[src/rtl/gate_sequence_scheduler_if.sv]
// Handshake bundle shared by the gate front end, the shared 2x2 complex multiplier and the
// result consumer. Matrices are [row][col][re=0/im=1] of 37-bit Q4.32 words.
interface gate_sequence_scheduler_if #(
    parameter int unsigned CNT_W = 7
);
    logic                       start;
    logic [0:1][0:1][0:1][36:0] gate_in;
    logic                       gate_valid;
    logic                       gate_last;
    logic                       gate_ready;
    logic [0:1][0:1][0:1][36:0] mul_mtx_a;
    logic [0:1][0:1][0:1][36:0] mul_mtx_b;
    logic                       mul_ready;
    logic [0:1][0:1][0:1][36:0] mul_mtx_r;
    logic                       mul_available;
    logic [0:1][0:1][0:1][36:0] result;
    logic                       result_valid;
    logic                       result_ready;
    logic [CNT_W-1:0]           gate_count;
    logic                       busy;
    logic                       overflow;

    modport slave (
        input  start, gate_in, gate_valid, gate_last, mul_mtx_r, mul_available, result_ready,
        output gate_ready, mul_mtx_a, mul_mtx_b, mul_ready, result, result_valid, gate_count,
               busy, overflow
    );

    modport master (
        output start, gate_in, gate_valid, gate_last, mul_mtx_r, mul_available, result_ready,
        input  gate_ready, mul_mtx_a, mul_mtx_b, mul_ready, result, result_valid, gate_count,
               busy, overflow
    );
endinterface

[src/rtl/gate_sequence_scheduler.sv]
// Folds a stream of 2x2 complex gate matrices into one composite unitary (U <= G x U) by
// sequencing the shared multiplier; matrices pass through untouched, no arithmetic here.
module gate_sequence_scheduler #(
    parameter int unsigned        MAX_GATES = 64,
    parameter int unsigned        CNT_W     = $clog2(MAX_GATES + 1),
    parameter logic signed [36:0] ONE       = 37'sh1_0000_0000
) (
    input logic                      clk,
    input logic                      reset,
    gate_sequence_scheduler_if.slave bus
);
    typedef logic [0:1][0:1][0:1][36:0] mtx_t;
    typedef enum logic [2:0] {StIdle, StWaitGate, StIssue, StWaitMul, StDone} state_e;

    localparam logic [CNT_W-1:0] CntMax = CNT_W'(MAX_GATES);

    state_e           state_q;
    mtx_t             acc_q;
    mtx_t             gate_q;
    logic             last_q;
    logic [CNT_W-1:0] count_q;
    logic             overflow_q;
    mtx_t             identity;
    logic [CNT_W-1:0] count_inc;

    always_comb begin
        identity          = '0;
        identity[0][0][0] = ONE;
        identity[1][1][0] = ONE;
    end

    assign count_inc = count_q + CNT_W'(1);

    always_ff @(posedge clk) begin
        if (reset) begin
            state_q    <= StIdle;
            acc_q      <= '0;
            gate_q     <= '0;
            last_q     <= 1'b0;
            count_q    <= '0;
            overflow_q <= 1'b0;
        end else begin
            unique case (state_q)
                StIdle: begin
                    if (bus.start) begin
                        acc_q      <= identity;
                        count_q    <= '0;
                        overflow_q <= 1'b0;
                        state_q    <= StWaitGate;
                    end
                end
                StWaitGate: begin
                    if (bus.gate_valid) begin
                        gate_q  <= bus.gate_in;
                        last_q  <= bus.gate_last;
                        state_q <= StIssue;
                    end
                end
                StIssue: begin
                    if (bus.mul_available) state_q <= StWaitMul;
                end
                StWaitMul: begin
                    // The multiplier drops mul_available on entry; its return marks the result.
                    if (bus.mul_available) begin
                        acc_q   <= bus.mul_mtx_r;
                        count_q <= count_inc;
                        if (last_q) begin
                            state_q <= StDone;
                        end else if (count_inc == CntMax) begin
                            overflow_q <= 1'b1;
                            state_q    <= StDone;
                        end else begin
                            state_q <= StWaitGate;
                        end
                    end
                end
                StDone: begin
                    if (bus.result_ready) state_q <= StIdle;
                end
                default: state_q <= StIdle;
            endcase
        end
    end

    // Operands come straight from registers so they hold across the multiplier's read window.
    assign bus.mul_mtx_a    = gate_q;
    assign bus.mul_mtx_b    = acc_q;
    assign bus.result       = acc_q;
    assign bus.gate_count   = count_q;
    assign bus.overflow     = overflow_q;
    assign bus.gate_ready   = (state_q == StWaitGate);
    assign bus.mul_ready    = (state_q == StIssue) && bus.mul_available;
    assign bus.result_valid = (state_q == StDone);
    assign bus.busy         = (state_q != StIdle);
endmodule
[src/flat_wrapper.sv]
// flat-port wrapper written by rule: the top's interface ports become plain ports
module gate_sequence_scheduler_flat 
#(
    parameter int unsigned        MAX_GATES = 64,
    parameter int unsigned        CNT_W     = $clog2(MAX_GATES + 1),
    parameter logic signed [36:0] ONE       = 37'sh1_0000_0000
)
  (clk, reset, bus_start, bus_gate_in, bus_gate_valid, bus_gate_last, bus_mul_mtx_r, bus_mul_available, bus_result_ready, bus_gate_ready, bus_mul_mtx_a, bus_mul_mtx_b, bus_mul_ready, bus_result, bus_result_valid, bus_gate_count, bus_busy, bus_overflow);
  gate_sequence_scheduler_if #(.CNT_W(CNT_W)) bus_i ();
  input logic clk;
  input logic reset;
  input wire logic [$bits(bus_i.start)-1:0] bus_start;
  input wire logic [$bits(bus_i.gate_in)-1:0] bus_gate_in;
  input wire logic [$bits(bus_i.gate_valid)-1:0] bus_gate_valid;
  input wire logic [$bits(bus_i.gate_last)-1:0] bus_gate_last;
  input wire logic [$bits(bus_i.mul_mtx_r)-1:0] bus_mul_mtx_r;
  input wire logic [$bits(bus_i.mul_available)-1:0] bus_mul_available;
  input wire logic [$bits(bus_i.result_ready)-1:0] bus_result_ready;
  output wire logic [$bits(bus_i.gate_ready)-1:0] bus_gate_ready;
  output wire logic [$bits(bus_i.mul_mtx_a)-1:0] bus_mul_mtx_a;
  output wire logic [$bits(bus_i.mul_mtx_b)-1:0] bus_mul_mtx_b;
  output wire logic [$bits(bus_i.mul_ready)-1:0] bus_mul_ready;
  output wire logic [$bits(bus_i.result)-1:0] bus_result;
  output wire logic [$bits(bus_i.result_valid)-1:0] bus_result_valid;
  output wire logic [$bits(bus_i.gate_count)-1:0] bus_gate_count;
  output wire logic [$bits(bus_i.busy)-1:0] bus_busy;
  output wire logic [$bits(bus_i.overflow)-1:0] bus_overflow;
  assign bus_i.start = bus_start;
  assign bus_i.gate_in = bus_gate_in;
  assign bus_i.gate_valid = bus_gate_valid;
  assign bus_i.gate_last = bus_gate_last;
  assign bus_i.mul_mtx_r = bus_mul_mtx_r;
  assign bus_i.mul_available = bus_mul_available;
  assign bus_i.result_ready = bus_result_ready;
  assign bus_gate_ready = bus_i.gate_ready;
  assign bus_mul_mtx_a = bus_i.mul_mtx_a;
  assign bus_mul_mtx_b = bus_i.mul_mtx_b;
  assign bus_mul_ready = bus_i.mul_ready;
  assign bus_result = bus_i.result;
  assign bus_result_valid = bus_i.result_valid;
  assign bus_gate_count = bus_i.gate_count;
  assign bus_busy = bus_i.busy;
  assign bus_overflow = bus_i.overflow;
  gate_sequence_scheduler #(.MAX_GATES(MAX_GATES), .CNT_W(CNT_W), .ONE(ONE)) u_core (.clk(clk), .reset(reset), .bus(bus_i));
endmodule
[config.mk]
export PLATFORM = sky130hd
export DESIGN_NAME = gate_sequence_scheduler_flat
export DESIGN_NICKNAME = d
export VERILOG_FILES = /design/src/rtl/gate_sequence_scheduler_if.sv /design/src/rtl/gate_sequence_scheduler.sv /design/src/flat_wrapper.sv
export SDC_FILE = /design/constraint.sdc
export NUM_CORES = 1
export LEC_CHECK = 0
export BUFFER_PORTS_ARGS = -buffer_cell sky130_fd_sc_hd__buf_2
export CAP_MARGIN = 20
export CORE_AREA = 8 8 584 586
export DETAILED_ROUTE_END_ITERATION = 12
export DIE_AREA = 0 0 592 594
export GPL_TIMING_DRIVEN = 0
export PLACE_DENSITY = 0.3
export SLEW_MARGIN = 15
export SYNTH_ARGS = -nofsm -noshare
export SYNTH_HDL_FRONTEND = slang
export SYNTH_SLANG_ARGS = --single-unit
[constraint.sdc]
create_clock -name clk -period 3.9 [get_ports clk]
set_clock_uncertainty 0.15 [all_clocks]
set_input_delay 0.585 -clock clk [delete_from_list [all_inputs] [get_ports clk]]
set_output_delay 0.585 -clock clk [all_outputs]
set_load 0.1 [all_outputs]
# After elaboration in Yosys (flattened, before gate mapping)
# Cells that the tools add are included.
[classes] addsub=1 n_eq_ne=12 muxes=19 n_reduce_logical=8
[ops] cell="$mux 296" n=2
[ops] cell="$pmux 296 s2" n=1
[ops] cell="$mux 3" n=7
[ops] cell="$pmux 3 s5" n=1
[ops] cell="$mux 7" n=2
[ops] cell="$pmux 7 s2" n=1
[ops] cell="$ne 2x2->1 const B" n=6
[ops] cell="$reduce_and 5->1" n=2
[ops] cell="$add 7x1->7 const B" n=1
[ops] cell="$eq 7x7->1 const B" n=1
[ops] cell="$eq 3x2->1 const B" n=2
[ops] cell="$mux 1" n=4
[ops] cell="$eq 3x1->1 const B" n=1
[ops] cell="$eq 3x3->1 const B" n=1
[ops] cell="$logic_not 3->1" n=1
[ops] cell="$reduce_and 3->1" n=1
[ops] cell="$reduce_bool 3->1" n=1
[ops] cell="$ne 2x1->1 const B" n=1
[ops] cell="$pmux 1 s2" n=1
[ops] cell="$reduce_and 2->1" n=1
[ops] cell="$reduce_bool 2->1" n=1
[ops] cell="$logic_and 1x1->1" n=1
[totals] regBits=604 input_bits=599

# Logic depth before layout (Yosys ltp)
[logic_depth] depth_word=6 depth_mapped=8 ltp_nobuf=5

# Worst setup path before layout
# Ideal clock, no wire load.
[synth_path] path_kind="reg2out" startpoint="register u_core.state_q[2]" endpoint="output port bus_result_valid" t_arrival_ns=2.820 path_slack_ns=0.345 stages_incl_launch_ff=3 cell_sequence="dfxtp_1 > buf_2 > nor3b_1"
[synth_via] elab_chain_len=1
[synth_rtl] element="start, declared" line_no="gate_sequence_scheduler.sv:17" rtl="state_e state_q;"
[synth_rtl] element="start signal, assigned" line_no="gate_sequence_scheduler.sv:36" rtl="state_q <= StIdle;"
[synth_rtl] element="start signal, assigned" line_no="gate_sequence_scheduler.sv:49" rtl="state_q <= StWaitGate;"
[synth_rtl] element="start signal, assigned" line_no="gate_sequence_scheduler.sv:56" rtl="state_q <= StIssue;"
[synth_rtl] element="$eq 3x3->1" line_no="gate_sequence_scheduler.sv:93" rtl="assign bus.result_valid = (state_q == StDone);"
[synth_rtl] element="end, declared" line_no="flat_wrapper.sv:24" rtl="output wire logic [$bits(bus_i.result_valid)-1:0] bus_result_valid;"
# No other way between the ends.

# Worst setup path in the final report
# Ends and elaborated chain as after synthesis.

==> results.md <==
- Status: complete, no violations
- Synth Area per Inst: 8.637 um2
- DRT iter0 DRCs: ~1500
- Clock root buffer: clkbuf_16
- Post-route cell area: 44740 um2
- Grt total ovfl: 0
- Main flop type after synthesis: dfxtp_1
- Crit. path cell count: 3
- Synth Net Count: around 3300
- Sequential-to-total area share from yosys stat: 52.83%
- Post-layout min period: approximately 3200 ps
- Final core occ: a little over an eighth
- ANT nets after route: 0
- Gate Count Post-Synth: 2650
- TritonCTS clock tree: done
- # rows: 212
- Clock-pin slew on the worst setup and hold paths: approximately 60 ps
- Startpoint Class: flip-flop
- Initial Utilization: 6.898%
- Reg-to-reg endpoint: u_core.bus.mul_mtx_a[107]$_SDFFE_PP0P_
- Reg-to-Reg Start: u_core.state_q[2]$_SDFFE_PP0P_
- Worst-margin pin slew: around 900 ps
- Crit path max-delay cell type: buf_2
- Area share of the largest cell type after synthesis: a little over half
- Die H: 594 um
- Post-Route WL: 238.4 mm
- Cts bufs inserted: 86
- RD Place Congestion: roughly 0.92
- Maxcap violations: 0
- Worst path bufs/invs: 2
- RSZ-0062 raised after global routing: false
- Fin crit share: approximately four fifths
- Final hold viol count: 0
- GRT Total Usage: ~13%
- Boundary Pins: 1499
- Tightest Hold Check Type: primary input to flip-flop
- Ys async rst share: 0%
- Largest delay share family, worst path: buffers and inverters
- H-Tree Depth: 3
- Initial antenna violation count: 81
- Critical path class: flip-flop to output pin
- CP max FO: 10
- WL per Instance: 25.62 um
- Die width: approximately 600 um
- First-pass GRT wire length: between 300 and 400 mm
- Net count, final: 5439
- Vias per Instance: 3.017
- Share of layout cells above drive strength 1: a little over two fifths
- Reg2Reg Setup Slack: approximately 1100 ps
- Pin count of the biggest net entering global routing: 13
- Layout fillers: 38370
- Critical Path Max Stage Delay: around 560 ps
- Critical Path End Type: output pin
- DRC Markers: 0
- Yosys warns: 0
- Seq cells post-synth: roughly 600
- Top cells by area, synth: dfxtp_1 (53%), buf_4 (11%), nand2_1 (9.9%), a22oi_1 (9.7%), a21oi_1 (6.6%)
- Clock Path Buffers: 4
- # hold bufs at CTS: approximately 590
- Post-CTS sizing: 0
- DP Area: about 36000 um2
- Clk Latency, worst-skew pair: between 700 and 800 ps
- Slew HR: between 30% and 40%
- Synth cell types: 38
- Max IR drop VDD: roughly 0.25 mV
- Crit path from: u_core.state_q[2]$_SDFFE_PP0P_
- Vias in the first global route: just under 30000
- Drt pass-1 iters: 7
- Die footprint: about 350000 um2
- Mapped Area: about 23000 um2
- Crit-path cells: buf_2 -> nor3b_1 -> buf_2
- Top cell by count, worst path: buf_2
- Arrival @ worst endpoint: approximately 2500 ps
- CP required: between 3000 and 4000 ps
- Area leader, netlist: dfxtp_1
- Final Slew Violations: 0
- Core Region: between 300000 and 400000 um2
- Port buffer count: between 1000 and 1500
- Number of setup violations in the final report: 0
- P&R area growth vs syn: 95.46%
- Leakage power: between 20 and 25 nW
- Reg2reg path depth: 7
- F_max: about 310 MHz
- Total number of vias: between 20000 and 30000
- Detailed placement HPWL: 209.7 mm
- CTS sink count: 604
- PD cells: ~400 nW/um2
- Postcts setup bufs: 0
- EDFF count, synth: 0
- CP Capture Point: bus_result_valid
## flip-flops by register name, indices dropped and copies added (netlist names)
register and flops:
u_core.state_q 3, u_core.bus.overflow 1, u_core.last_q 1, u_core.bus.mul_mtx_a 296
u_core.bus.mul_mtx_b 296, u_core.bus.gate_count 7
## power by group
group / leakage, nW / switching (mW) / internal (mW)
sequential: 4.89 / 0.123 / 6.35
combinational: 13.9 / 2.75 / 1.03
clock: 1.33 / 3.26 / 4.51
## placed cells by master, fill, tap and decap left out, types with 3 or more instances in the layout
cell type	instances
o21ai_0	4
buf_6	14
a21oi_1	300
nand2_1	601
nor3b_1	3
clkinv_2	15
clkbuf_1	85
dfxtp_1	604
buf_16	3
nor3_1	6
a31oi_1	3
nor2_1	305
clkbuf_8	18
a22oi_1	296
clkbuf_2	6
dlygate4sd3_1	593
inv_6	5
buf_4	331
a311oi_1	3
buf_8	3
diode_2	20
buf_2	1574
clkbuf_16	86
buf_1	6
## tightest hold or removal path: cells and delay by family
family | cells | cell delay [ps]
AOI/OAI and AO/OA | 1 | 100
buffers and inverters | 1 | 160
and+or+nand+nor | 1 | 80
## synthesized netlist by cell type, types with 2 or more instances
| master | number |
|---|---|
| nor3b_1 | 3 |
| buf_1 | 6 |
| a311oi_1 | 3 |
| a21oi_1 | 300 |
| clkbuf_1 | 74 |
| nor3_1 | 6 |
| a31oi_1 | 3 |
| dfxtp_1 | 604 |
| buf_4 | 331 |
| nor2_1 | 305 |
| o21ai_0 | 4 |
| a22oi_1 | 296 |
| nand2_1 | 601 |
| buf_2 | 77 |
| nand3_1 | 2 |
| or4b_1 | 2 |
| or3_1 | 2 |
| buf_6 | 11 |
## per-layer routing
metal,routed length [um],GRT usage [%],part of all wire (%)
met1,94340,14.79,40
met2,113100,22.16,47
met3,23560,4.944,9.9
met4,7124,3.525,3.0
met5,276,0,0.12
## worst min-delay path by stage
stage	from	to	slack (ps)	cells after the start
2_1_floorplan	u_core.last_q$_SDFFE_PP0P_	u_core.last_q$_SDFFE_PP0P_	340	2
3_3_place_gp	u_core.bus.mul_mtx_a[186]$_SDFFE_PP0P_	u_core.bus.mul_mtx_a[186]$_SDFFE_PP0P_	290	2
3_5_place_dp	u_core.bus.mul_mtx_a[85]$_SDFFE_PP0P_	u_core.bus.mul_mtx_a[85]$_SDFFE_PP0P_	290	2
4_1_cts	bus_mul_mtx_r[53]	u_core.bus.mul_mtx_b[53]$_SDFFE_PP0P_	1	3
5_1_grt	bus_gate_in[176]	u_core.bus.mul_mtx_a[176]$_SDFFE_PP0P_	20	3
6_report	bus_mul_mtx_r[53]	u_core.bus.mul_mtx_b[53]$_SDFFE_PP0P_	90	3
## final cells by class
type	instances	area, um2	share of cell area, %
Clock buffer	121	2464	5.507
Multi-Input combinational cell	1546	7498	16.76
Timing Repair Buffer	2101	13630	30.46
Tap cell	4387	5489	12.27
Antenna cell	20	50.05	0.1119
Clock inverter	25	210.2	0.4699
Buffer	499	3302	7.381
Inverter	1	3.754	0.008390
Sequential cell	604	12090	27.03
## through the flow
step / setup WS, ps / instances / hold slack [ps] / power (mW) / setup TNS (ps)
after floorplan: 344.6 / 2650 / 338.3 / 8.692 / 0
after global placement: -1358 / 8534 / 290.3 / 9.903 / -190020
after detailed placement: 522.8 / 8545 / 292.9 / 9.933 / 0
after CTS: 630.2 / 9284 / 1.114 / 18.50 / 0
after global routing: 556.8 / 9294 / 16.10 / 18.85 / 0
final: 717.1 / 9304 / 89.13 / 18.04 / 0
## kinds of logic (layout without fill, tap and decap cells)
group | Yosys count | count (layout) | synth area share, %
other | 0 | 20 | 0
XOR/XNOR | 1 | 1 | 0.03827
flip-flops | 604 | 604 | 52.83
AND/OR/NAND/NOR | 933 | 933 | 15.86
AO/OA/AOI/OAI | 611 | 611 | 16.81
adder cells (fa/ha/maj) | 1 | 1 | 0.05466
buffers and inverters | 500 | 2747 | 14.41
Note: power is estimated with default switching activity, not from simulation.
